==> src/rtl/sysbus_pkg.sv <==
// System bus definitions shared by the cache line fetch and writeback paths.
// Holds the request tag layout and the writeback engine state encoding.
package sysbus_pkg;

    localparam int TAG_WIDTH   = 13;
    localparam int TAG_RW_BIT  = 12;
    localparam int TAG_TYPE_HI = 11;
    localparam int TAG_TYPE_LO = 8;

    localparam logic       TAG_READ    = 1'b1;
    localparam logic       TAG_WRITE   = 1'b0;
    localparam logic [3:0] TYPE_MEMORY = 4'b0001;

    localparam int LINE_BITS        = 512;
    localparam int LINE_OFFSET_BITS = 6;

    typedef enum logic [1:0] {
        IDLE,
        ADDR,
        DATA,
        DONE
    } line_writer_state_t;

    // Request tag with the low id byte zeroed.
    function automatic logic [TAG_WIDTH-1:0] make_tag(input logic rw, input logic [3:0] kind);
        logic [TAG_WIDTH-1:0] t;
        t = '0;
        t[TAG_RW_BIT] = rw;
        t[TAG_TYPE_HI:TAG_TYPE_LO] = kind;
        return t;
    endfunction

endpackage

==> src/rtl/line_writer_if.sv <==
// Cache-side request/completion and system-bus request channel of the line writer.
// master is the engine; slave is the cache controller plus bus side.
interface line_writer_if #(
    parameter int BUS_DATA_WIDTH = 64,
    parameter int BUS_TAG_WIDTH  = 13
);
    logic                      in_valid;
    logic [63:0]               in_addr;
    logic [511:0]              in_data;
    logic                      in_ready;
    logic                      out_done;
    logic                      bus_reqcyc;
    logic [BUS_DATA_WIDTH-1:0] bus_req;
    logic [BUS_TAG_WIDTH-1:0]  bus_reqtag;
    logic                      bus_reqack;

    modport master (
        input  in_valid, in_addr, in_data, bus_reqack,
        output in_ready, out_done, bus_reqcyc, bus_req, bus_reqtag
    );

    modport slave (
        output in_valid, in_addr, in_data, bus_reqack,
        input  in_ready, out_done, bus_reqcyc, bus_req, bus_reqtag
    );
endinterface

==> src/rtl/line_writer.sv <==
// Dirty-line writeback engine: one held address beat, then the captured line
// streamed as back-to-back data beats, then a one-cycle done pulse.
module line_writer
    import sysbus_pkg::*;
#(
    parameter int BUS_DATA_WIDTH = 64,
    parameter int BUS_TAG_WIDTH  = 13
) (
    input  logic          clk,
    input  logic          reset,
    line_writer_if.master bus
);

    localparam int BEATS  = LINE_BITS / BUS_DATA_WIDTH;
    localparam int BEAT_W = $clog2(BEATS);
    localparam logic [63:0] OFFSET_MASK = (64'd1 << LINE_OFFSET_BITS) - 64'd1;

    line_writer_state_t     state_q, state_d;
    logic [BEAT_W-1:0]      beat_q, beat_d;
    logic [63:0]            addr_q, addr_d;
    logic [LINE_BITS-1:0]   line_q, line_d;
    logic [BUS_TAG_WIDTH-1:0] wr_tag;

    assign wr_tag = BUS_TAG_WIDTH'(make_tag(TAG_WRITE, TYPE_MEMORY));

    always_ff @(posedge clk) begin
        if (reset) begin
            state_q <= IDLE;
            beat_q  <= '0;
            addr_q  <= '0;
            line_q  <= '0;
        end else begin
            state_q <= state_d;
            beat_q  <= beat_d;
            addr_q  <= addr_d;
            line_q  <= line_d;
        end
    end

    // Line and address are only written on acceptance, so they stay frozen
    // for the whole transfer regardless of what the inputs do.
    always_comb begin
        state_d = state_q;
        beat_d  = beat_q;
        addr_d  = addr_q;
        line_d  = line_q;
        case (state_q)
            IDLE: begin
                if (bus.in_valid) begin
                    addr_d  = bus.in_addr & ~OFFSET_MASK;
                    line_d  = bus.in_data;
                    beat_d  = '0;
                    state_d = ADDR;
                end
            end
            ADDR: begin
                if (bus.bus_reqack) state_d = DATA;
            end
            DATA: begin
                // No per-beat handshake: the bus takes one beat every cycle.
                beat_d = beat_q + 1'b1;
                if (beat_q == BEAT_W'(BEATS - 1)) state_d = DONE;
            end
            DONE: state_d = IDLE;
            default: state_d = IDLE;
        endcase
    end

    // Outputs decode registered state only.
    always_comb begin
        bus.in_ready   = 1'b0;
        bus.out_done   = 1'b0;
        bus.bus_reqcyc = 1'b0;
        bus.bus_req    = '0;
        bus.bus_reqtag = '0;
        case (state_q)
            IDLE: bus.in_ready = 1'b1;
            ADDR: begin
                bus.bus_reqcyc = 1'b1;
                bus.bus_req    = addr_q[BUS_DATA_WIDTH-1:0];
                bus.bus_reqtag = wr_tag;
            end
            DATA: begin
                bus.bus_reqcyc = 1'b1;
                bus.bus_req    = line_q[int'(beat_q)*BUS_DATA_WIDTH +: BUS_DATA_WIDTH];
                bus.bus_reqtag = wr_tag;
            end
            DONE: bus.out_done = 1'b1;
            default: ;
        endcase
    end

endmodule

==> src/flat_wrapper.sv <==
// flat-port wrapper written by rule: the top's interface ports become plain ports
module line_writer_flat import sysbus_pkg::*;
#(
    parameter int BUS_DATA_WIDTH = 64,
    parameter int BUS_TAG_WIDTH  = 13
)
  (clk, reset, bus_in_valid, bus_in_addr, bus_in_data, bus_bus_reqack, bus_in_ready, bus_out_done, bus_bus_reqcyc, bus_bus_req, bus_bus_reqtag);
  line_writer_if #(.BUS_DATA_WIDTH(BUS_DATA_WIDTH), .BUS_TAG_WIDTH(BUS_TAG_WIDTH)) bus_i ();
  input  logic clk;
  input  logic reset;
  input wire logic [$bits(bus_i.in_valid)-1:0] bus_in_valid;
  input wire logic [$bits(bus_i.in_addr)-1:0] bus_in_addr;
  input wire logic [$bits(bus_i.in_data)-1:0] bus_in_data;
  input wire logic [$bits(bus_i.bus_reqack)-1:0] bus_bus_reqack;
  output wire logic [$bits(bus_i.in_ready)-1:0] bus_in_ready;
  output wire logic [$bits(bus_i.out_done)-1:0] bus_out_done;
  output wire logic [$bits(bus_i.bus_reqcyc)-1:0] bus_bus_reqcyc;
  output wire logic [$bits(bus_i.bus_req)-1:0] bus_bus_req;
  output wire logic [$bits(bus_i.bus_reqtag)-1:0] bus_bus_reqtag;
  assign bus_i.in_valid = bus_in_valid;
  assign bus_i.in_addr = bus_in_addr;
  assign bus_i.in_data = bus_in_data;
  assign bus_i.bus_reqack = bus_bus_reqack;
  assign bus_in_ready = bus_i.in_ready;
  assign bus_out_done = bus_i.out_done;
  assign bus_bus_reqcyc = bus_i.bus_reqcyc;
  assign bus_bus_req = bus_i.bus_req;
  assign bus_bus_reqtag = bus_i.bus_reqtag;
  line_writer #(.BUS_DATA_WIDTH(BUS_DATA_WIDTH), .BUS_TAG_WIDTH(BUS_TAG_WIDTH)) u_core (.clk(clk), .reset(reset), .bus(bus_i));
endmodule
==> config.mk <==
export PLATFORM = sky130hd
export DESIGN_NAME = line_writer_flat
export DESIGN_NICKNAME = d
export VERILOG_FILES = /design/src/rtl/sysbus_pkg.sv /design/src/rtl/line_writer_if.sv /design/src/rtl/line_writer.sv /design/src/flat_wrapper.sv
export SDC_FILE = /design/constraint.sdc
export NUM_CORES = 1
export LEC_CHECK = 0
export ABC_AREA = 1
export CORE_AREA = 4 4 256 258
export DETAILED_ROUTE_END_ITERATION = 16
export DIE_AREA = 0 0 260 262
export GPL_TIMING_DRIVEN = 0
export PLACE_DENSITY = 0.69
export SYNTH_ARGS = -nofsm -noshare
export SYNTH_HDL_FRONTEND = slang
export SYNTH_SLANG_ARGS = --single-unit
export TNS_END_PERCENT = 10
==> constraint.sdc <==
create_clock -name clk -period 4.2 [get_ports clk]
set_input_delay 0.84 -clock clk [delete_from_list [all_inputs] [get_ports clk]]
set_output_delay 0.84 -clock clk [all_outputs]
set_load 0.1 [all_outputs]
=== Yosys cells after proc, flatten, opt, wreduce, memory -nomap -nowiden ===
Index checks and enable logic that the tools add are counted.

* Bits of input ports: 580
* Flip-flop bits (word level): 575
* Word-level logic and storage cells: 30
* Output and inout port bits: 80

* Shifts and indexed selects: 1
* Reductions and logical operators: 6
* Equal/unequal tests: 7
* $add $sub $neg: 1
* Multiplexer cells: 11

{| class="wikitable"
|+ Operator list
! cell !! count
|-
| $shiftx A512 B10 Y64 || 1
|-
| $pmux W64 S2 || 1
|-
| $mux W9 || 1
|-
| $pmux W2 S4 || 1
|-
| $mux W2 || 3
|-
| $pmux W3 S2 || 1
|-
| $eq A2 B2 Y1 const B || 2
|-
| $ne A2 B2 Y1 const B || 2
|-
| $reduce_and A2 Y1 || 2
|-
| $add A3 B1 Y3 const B || 1
|-
| $eq A3 B3 Y1 const B || 1
|-
| $mux W1 || 3
|-
| $mux W3 || 1
|-
| $reduce_and A3 Y1 || 1
|-
| $eq A2 B1 Y1 const B || 1
|-
| $logic_not A2 Y1 || 1
|-
| $ne A2 B1 Y1 const B || 1
|-
| $reduce_bool A2 Y1 || 1
|-
| $reduce_or A2 Y1 || 1
|}

=== Longest topological paths before layout ===
Gate-level depths: netlist (run 1).

* Depth in word-level cells: 3
* Depth in mapped cells: 9
* Gate-level depth less buffers: 6

=== Worst setup path after synthesis (run 1) ===
OpenSTA, ideal clock, no wires.

* Path kind: flip-flop to output port
* Start: reg u_core.state_q[0]
* End: out bus_bus_req[11]
* Buffers on the path: 2
* Cell stages (with the launch flop): 7
* Path slack: -0.048 ns
* Data required time: 3.360 ns
* Arrival: 3.408 ns
* Cell sequence: dfxtp_1 inv_1 ha_1 inv_1 clkbuf_1 clkbuf_1 a21oi_1

* Longest elaborated chain between the ends: 2
* Elaborated cells between the ends (all ways): 3
* Classes of those cells: eq/ne: 2; mux: 1

{| class="wikitable"
|+ Ends and longest elaborated chain
! what !! RTL line !! RTL
|-
| start: declaration || line_writer.sv:18 || <nowiki>line_writer_state_t state_q, state_d;</nowiki>
|-
| start signal: assignment || line_writer.sv:33 || <nowiki>state_q <= state_d;</nowiki>
|-
| $eq A2 B2 Y1 / $eq A2 B1 Y1 (equally long branches) || line_writer.sv:76 || <nowiki>case (state_q)</nowiki>
|-
| $pmux W64 S2 * || line_writer.sv:76 ||
|-
| end: declaration || flat_wrapper.sv:18 || <nowiki>output wire logic [$bits(bus_i.bus_req)-1:0] bus_bus_req;</nowiki>
|}

Every way passes the cells marked *; elsewhere a longest branch is shown, timed or not.

=== Worst setup path after layout (run 1) ===
* Start: reg u_core.state_q[0]
* End: out bus_bus_req[7]

Same word-level chain as after synthesis.

==> results of run 1 <==
==> layout make-up <==
cell class,count,share of cell area
Multi-Input combinational cell,2470,0.325
Sequential cell,575,0.321
Timing Repair Buffer,640,0.177
Clock buffer,85,0.0493
Inverter,417,0.0437
Buffer,320,0.0430
Tap cell,846,0.0295
Clock inverter,29,0.0110
Antenna cell,9,0.000628
==> through the flow <==
step / area [um^2] / hold WS (ns) / util / worst slack [ns]
2_1_floorplan: 26200 / 0.439 / - / -0.0477
3_3_place_gp: 33700 / 0.450 / 0.535 / -0.248
3_5_place_dp: 33700 / 0.451 / 0.535 / -0.241
4_1_cts: 35900 / 0.464 / 0.570 / 0.000867
5_1_grt: 35900 / 0.476 / 0.570 / -0.0262
6_report: 35900 / 0.466 / 0.570 / -0.0436
==> flip-flops by register name, indices dropped and copies added, names as in the netlist <==
signal and count:
u_core.line_q 512, u_core.addr_q 58, u_core.state_q 2, u_core.beat_q 3
==> power by group through the flow <==
| stage | clock [mW] | combinational, mW | sequential [mW] |
|---|---|---|---|
| after detailed placement | 0 | 9.02 | 7.32 |
| after floorplan | 0 | 5.67 | 7.19 |
| after global placement | 0 | 8.95 | 7.28 |
| after CTS | 5.89 | 9.04 | 7.20 |
| final | 5.91 | 9.31 | 7.23 |
| after global routing | 6.13 | 9.92 | 7.33 |
==> metal layers <==
layer	track usage	routed length [um]
met5	0	43
met4	0.243	10500
met1	0.480	52300
met2	0.620	61700
met3	0.0749	13600
==> synthesized netlist by cell type, types with 2 or more instances <==
| cell type | n | share of area |
|---|---|---|
| sky130_fd_sc_hd__a211oi_1 | 408 | 0.12 |
| sky130_fd_sc_hd__a21oi_1 | 225 | 0.043 |
| sky130_fd_sc_hd__buf_2 | 132 | 0.025 |
| sky130_fd_sc_hd__o21ai_0 | 24 | 0.0046 |
| sky130_fd_sc_hd__inv_2 | 2 | 0.00029 |
| sky130_fd_sc_hd__ha_1 | 6 | 0.0029 |
| sky130_fd_sc_hd__buf_1 | 33 | 0.0047 |
| sky130_fd_sc_hd__o21ai_1 | 12 | 0.0023 |
| sky130_fd_sc_hd__nor2_1 | 567 | 0.081 |
| sky130_fd_sc_hd__clkbuf_1 | 125 | 0.018 |
| sky130_fd_sc_hd__buf_4 | 17 | 0.0049 |
| sky130_fd_sc_hd__nand2_1 | 857 | 0.12 |
| sky130_fd_sc_hd__o22ai_1 | 6 | 0.0014 |
| sky130_fd_sc_hd__buf_6 | 13 | 0.0056 |
| sky130_fd_sc_hd__dfxtp_1 | 575 | 0.44 |
| sky130_fd_sc_hd__inv_1 | 414 | 0.059 |
| sky130_fd_sc_hd__nand3_1 | 350 | 0.067 |
==> timing repair <==
item                                   in CTS  in global routing
pin swaps                                   0                  0
gates resized for setup                   197                 45
cloned                                      0                  0
endpoints found under the hold margin       0                  0
setup endpoints to repair                  64                 31
==> worst max-delay path, delay by kind of cell, from the launching register on <==
kind	cells	cell delay (ns)
buffers and inverters	5	1.41
AO/OA/AOI/OAI	1	0.55
adder cells (fa/ha/maj)	1	0.45
flip-flops	1	0.37
==> path summary, 6_finish.rpt <==
| kind | from | endpoint | slack, ns | cells after the start |
|---|---|---|---|---|
| max | u_core.state_q[0] | bus_bus_req[7] | -0.04 | 7 |
| min | u_core.line_q[507] | u_core.line_q[507] | 0.47 | 2 |
| max reg2reg | u_core.state_q[0] | u_core.line_q[255] | 1.71 | 7 |
| min reg2reg | u_core.line_q[507] | u_core.line_q[507] | 0.47 | 2 |
==> placed cells by master (no fill, tap or decap), types with 2 or more instances in the layout <==
cell type,instances
sky130_fd_sc_hd__a211oi_1,408
sky130_fd_sc_hd__a21oi_1,225
sky130_fd_sc_hd__buf_1,29
sky130_fd_sc_hd__buf_2,143
sky130_fd_sc_hd__buf_4,17
sky130_fd_sc_hd__buf_6,13
sky130_fd_sc_hd__bufinv_16,9
sky130_fd_sc_hd__clkbuf_1,128
sky130_fd_sc_hd__clkbuf_16,62
sky130_fd_sc_hd__clkbuf_2,14
sky130_fd_sc_hd__clkbuf_4,8
sky130_fd_sc_hd__clkbuf_8,13
sky130_fd_sc_hd__clkdlybuf4s15_2,39
sky130_fd_sc_hd__clkdlybuf4s50_1,576
sky130_fd_sc_hd__clkinv_2,14
sky130_fd_sc_hd__clkinvlp_4,4
sky130_fd_sc_hd__conb_1,12
sky130_fd_sc_hd__dfxtp_1,575
sky130_fd_sc_hd__diode_2,9
sky130_fd_sc_hd__dlygate4sd2_1,2
sky130_fd_sc_hd__ha_1,6
sky130_fd_sc_hd__inv_1,414
sky130_fd_sc_hd__inv_2,2
sky130_fd_sc_hd__nand2_1,857
sky130_fd_sc_hd__nand3_1,350
sky130_fd_sc_hd__nor2_1,566
sky130_fd_sc_hd__o21ai_0,24
sky130_fd_sc_hd__o21ai_1,12
sky130_fd_sc_hd__o22ai_1,6
==> cells by family (layout without fill, tap and decap cells) <==
logic type / Yosys count / after routing / synth area share
simple gates: 1776 / 1776 / 0.271
buf+inv: 737 / 1491 / 0.118
flops: 575 / 575 / 0.439
other cells: 1 / 21 / 0.000143
fa+ha+maj: 6 / 6 / 0.00286
compound gates: 676 / 676 / 0.168
==> reports/summary.txt, run 1 <==
overall via count from detail_route: 29700
root buffer selected by CTS: sky130_fd_sc_hd__clkbuf_16
total congestion overflow: 0
failing checks: setup timing
deepest clock path buffer count: 3
count of buffers from port buffering: 640
outcome: finished with violations
antenna violation net count after detailed routing: 0
via count of the first global-routing pass: 28200
average instance area after synthesis: 6.95 um^2
number of buffers inserted by hold repair at cts: 0
number of unique standard cell types used by synthesis: 22
clk_lat worst skew: 0.66 ns
internal power component: 13.0 mW
area growth from synthesis to final layout: 36.9%
total DRC errors in the routed layout: 0
cell with the largest stage delay on the worst path: sky130_fd_sc_hd__a21oi_1
Post-Syn Area: 26200 um^2
number of pins exceeding their max-slew limit in the final report: 0
number of maximum-capacitance violations: 0
unrepaired setup endpoints after global routing: yes
Leakage: 14.4 nW
maximum vdd ir drop: 501 uV
Total Wirelength: 138000 um
Cells after Synth: 3771
first-iteration detailed-routing DRC count: 3947
crit path capture type: primary output
Highest Clock Rate: 0.236 GHz
largest net degree at the start of global routing: 16
placeable core region: 63000 um^2
number of enable flip-flop cells after synthesis: 0
CP Data Arrival Time: 3.40 ns
global-route wire length before repair: 191000 um
CP max FO: 10
worst hold-check path type: reg2reg
placed insts: 5268
final-layout setup total negative slack: -0.0582 ns
floorplan die area: 68100 um^2
global placement routability congestion: 0.974
non-filler instance count after layout: 5391
ys async rst share: 0
cell occurring most often along the worst timing path: sky130_fd_sc_hd__inv_1
TritonCTS clock tree: built
cell-by-cell trace of the critical path: inv_1 -> ha_1 -> inv_1 -> clkbuf_2 -> buf_1 -> a21oi_1 -> clkbuf_4
most instantiated flip-flop cell in the synthesis netlist: sky130_fd_sc_hd__dfxtp_1
post-synthesis sequential element count: 575
area of combinational cells with multiple inputs: 11600 um^2
net switching component of the power: 9.49 mW
GR Util All Layers: 0.387
total power density per cell area: 626 nW/um^2
net switching share of the total power: 0.423
Chip Height: 262 um
final critical-path required period: 4.24 ns
footprint of the flip-flops and latches: 11500 um^2
fill cell instance count of the final layout: 6214
worst path required time: 3.36 ns
Worst Max-Slew Pin Slew: 1.07 ns
synthesis warning total: 0
class of the most critical setup path: reg2out
count of endpoints failing hold in the final timing report: 0
Initial Utilization: 0.416
clock sink count: 575
per-cell via count in the routed design: 5.50
post-route clock skew: 0.0428 ns
Comb pwr share: 0.415
boundary pin count: 660
CP startpoint kind: flip-flop
fin nets: 5070
layout cell share with drive strength beyond 1: 0.0758
routed len/inst: 25.6 um
Final setup violation count: 3
CTS H-tree depth: 2
clock network fraction of total power: 0.263
Reg clk slew, reported paths: 0.06 ns
initial antenna violation count: 13
register share of total power: 0.322
detailed-router iteration count before antenna repair: 8
post-detail-place hpwl: 110000 um
Slew HR: 0.283
sequential fraction of the synthesis area: 0.439
share of the clock period used by the worst path: 1.01
buffers inserted by post-CTS timing repair: 0
width of the die: 260 um
# rows: 92
post-route setup slack: -0.0436 ns
Slowest Stage Delay on Critical Path: 0.55 ns
Overall Power: 22.5 mW
total clock buffers created by CTS: 60
No activity file was read; power rests on OpenSTA's default activity.
==> run 2, diff against run 1 <==
Settings changed: CORE_AREA 4 4 256 258 to not set, CORE_MARGIN set to 4, CORE_UTILIZATION set to 35, DIE_AREA 0 0 260 262 to not set, PLACE_DENSITY 0.69 to not set.
==> reports/summary.txt, run 2 (synthesis gave the netlist of run 1 again) <==
layout cell share with drive strength beyond 1: 0.0769 (+0.00107)
CP Data Arrival Time: 3.47 ns (+0.07 ns)
Chip Height: 282 um (+7.5%)
TritonCTS clock tree: built
Reg clk slew, reported paths: 0.06 ns (about the same)
Leakage: 14.4 nW (+0.21%)
Total Wirelength: 142000 um (+2.8%)
overall via count from detail_route: 28900 (-2.5%)
Largest register FFs: 512 (unchanged)
clk_lat worst skew: 0.63 ns (-0.03 ns)
Final setup violation count: 2 (-1)
number of maximum-capacitance violations: 0 (unchanged)
root buffer selected by CTS: sky130_fd_sc_hd__clkbuf_16
worst hold-check path type: reg2reg
largest net degree at the start of global routing: 14 (-2)
total DRC errors in the routed layout: 0 (unchanged)
total power density per cell area: 626 nW/um^2 (about the same)
count of buffers from port buffering: 640 (unchanged)
total clock buffers created by CTS: 67 (+12%)
placed insts: 5391 (+2.3%)
placement-stage cell area: 33900 um^2 (+0.46%)
cell with the largest stage delay on the worst path: sky130_fd_sc_hd__buf_1
area growth from synthesis to final layout: 37.7%
detailed-router iteration count before antenna repair: 6 (-2)
antenna violation net count after detailed routing: 0 (unchanged)
unrepaired setup endpoints after global routing: yes
final critical-path required period: 4.31 ns (+0.0664 ns)
maximum vdd ir drop: 443 uV (-12%)
top flop regs: u_core.line_q x512, u_core.addr_q x58, u_core.beat_q x3
post-route clock skew: 0.0168 ns (-0.0259 ns)
global placement routability congestion: 0.990 (+1.6%)
# rows: 100 (+8.7%)
delay-heaviest family, CP: buffers and inverters
width of the die: 282 um (+8.3%)
Setup WS pre-CTS: -0.202 ns (+0.0388 ns)
Slew HR: 0.273 (-0.00918)
boundary pin count: 660 (unchanged)
first-iteration detailed-routing DRC count: 2881 (-27%)
Overall Power: 22.6 mW (+0.56%)
fill cell instance count of the final layout: 7719 (+24%)
top library cells by usage in the layout, fill and taps aside: 857 x sky130_fd_sc_hd__nand2_1, 576 x sky130_fd_sc_hd__clkdlybuf4s50_1, 575 x sky130_fd_sc_hd__dfxtp_1
count of endpoints failing hold in the final timing report: 0 (unchanged)
post-route setup slack: -0.110 ns (-0.0664 ns)
class of the most critical setup path: reg2out
CTS H-tree depth: 3 (+1)
deepest clock path buffer count: 3 (unchanged)
outcome: finished with violations
number of pins exceeding their max-slew limit in the final report: 0 (unchanged)
Highest Clock Rate: 0.232 GHz (-1.5%)
share of the clock period used by the worst path: 1.03 (+0.0158)
global-route wire length before repair: 194000 um (+1.8%)
crit path capture type: primary output
CP startpoint kind: flip-flop
routed len/inst: 25.8 um (+0.55%)
CP max FO: 10 (unchanged)
floorplan die area: 79300 um^2 (+16%)
Buffers & Inverters on Critical Path: 3 (-2)
cell occurring most often along the worst timing path: sky130_fd_sc_hd__nand3_1
Initial Utilization: 0.353 (-0.0636)
per-cell via count in the routed design: 5.24 (-4.7%)
failing checks: setup timing
clock sink count: 575 (unchanged)
most common cell after layout, fill and taps aside: sky130_fd_sc_hd__nand2_1
buffers inserted by post-CTS timing repair: 0 (unchanged)
non-filler instance count after layout: 5514 (+2.3%)
initial antenna violation count: 15 (+2)
Slowest Stage Delay on Critical Path: 0.75 ns (+0.20 ns)
total congestion overflow: 0 (unchanged)
via count of the first global-routing pass: 28100 (-0.44%)
number of buffers inserted by hold repair at cts: 0 (unchanged)
placeable core region: 74300 um^2 (+18%)
final std cell area, no fill: 36100 um^2 (+0.60%)
Worst Max-Slew Pin Slew: 1.09 ns (+0.0171 ns)
post-detail-place hpwl: 114000 um (+3.8%)
GR Util All Layers: 0.343 (-0.0442)
fin nets: 5077 (+0.14%)
register with the most flip-flops: u_core.line_q
cell-by-cell trace of the critical path: buf_2 -> buf_1 -> nand3_1 -> nand3_1 -> nand3_1 -> a21oi_1 -> clkdlybuf4s15_2
worst path required time: 3.36 ns (about the same)
==> run 2: cell count changes in the layout (fill, tap and decap cells not counted), moves of 3 or more <==
cell                              delta
sky130_fd_sc_hd__bufinv_16           -5
sky130_fd_sc_hd__clkdlybuf4s18_2     +3
sky130_fd_sc_hd__clkinvlp_4          -3
sky130_fd_sc_hd__clkbuf_4            -5
sky130_fd_sc_hd__a21oi_2             +4
sky130_fd_sc_hd__clkinv_2            -5
sky130_fd_sc_hd__clkbuf_8            +3
sky130_fd_sc_hd__buf_2               +3
sky130_fd_sc_hd__a21oi_1             -4
sky130_fd_sc_hd__clkbuf_16           +7
sky130_fd_sc_hd__inv_6               +6
==> run 2: timing repair <==
action | CTS | global route
pin swaps | 0 | 0
setup endpoints to repair | 64 | 25
resized for setup | 202 | 39
==> run 2: path summary, 6_finish.rpt <==
check	start	to	slack, ns	cells past startpoint
min reg2reg	u_core.line_q[385]	u_core.line_q[385]	0.47	2
max reg2reg	u_core.state_q[0]	u_core.line_q[183]	1.64	7
min	u_core.line_q[385]	u_core.line_q[385]	0.47	2
max	u_core.beat_q[2]	bus_bus_req[29]	-0.11	7
==> run 2: where the power goes <==
part           total, mW  switching, mW  internal, mW
clock               6.04           2.49          3.55
sequential          7.21          0.423          6.79
combinational       9.32           6.63          2.69
total               22.6           9.54          13.0
==> run 2: worst register-to-register path: stages, from the launching register on <==
cell	delay (ns)
sky130_fd_sc_hd__dfxtp_1	0.36
sky130_fd_sc_hd__inv_1	0.10
sky130_fd_sc_hd__ha_1	0.26
sky130_fd_sc_hd__nand2_1	0.16
sky130_fd_sc_hd__buf_4	0.21
sky130_fd_sc_hd__clkbuf_1	0.76
sky130_fd_sc_hd__buf_2	0.43
sky130_fd_sc_hd__a211oi_1	0.13
==> run 2: cell type report <==
cell class,instances,area (um^2),share of cell area
clock buffers,95,1980,0.0550
clock inverters,21,245,0.00680
flip-flops and latches,575,11500,0.319
multi-input cells,2470,11700,0.323
repair buffers,640,6350,0.176
diodes,7,17.5,0.000485
inverters,417,1570,0.0434
plain buffers,320,1540,0.0426
well taps,969,1210,0.0336
==> run 2: metal layers <==
metal	wire, um	vias to the layer above	track usage
li1	-	13600	-
met4	9820	14	0.202
met3	12100	328	0.0685
met5	98	-	0
met2	64200	1461	0.554
met1	56000	13500	0.426
==> run 2: through the flow <==
step	hold slack (ns)	TNS, ns	utilization
2_1_floorplan	0.439	-0.953	-
3_3_place_gp	0.451	-1.55	0.456
3_5_place_dp	0.452	-1.60	0.456
4_1_cts	0.464	-0.621	0.486
5_1_grt	0.479	-0.307	0.485
6_report	0.465	-0.178	0.486
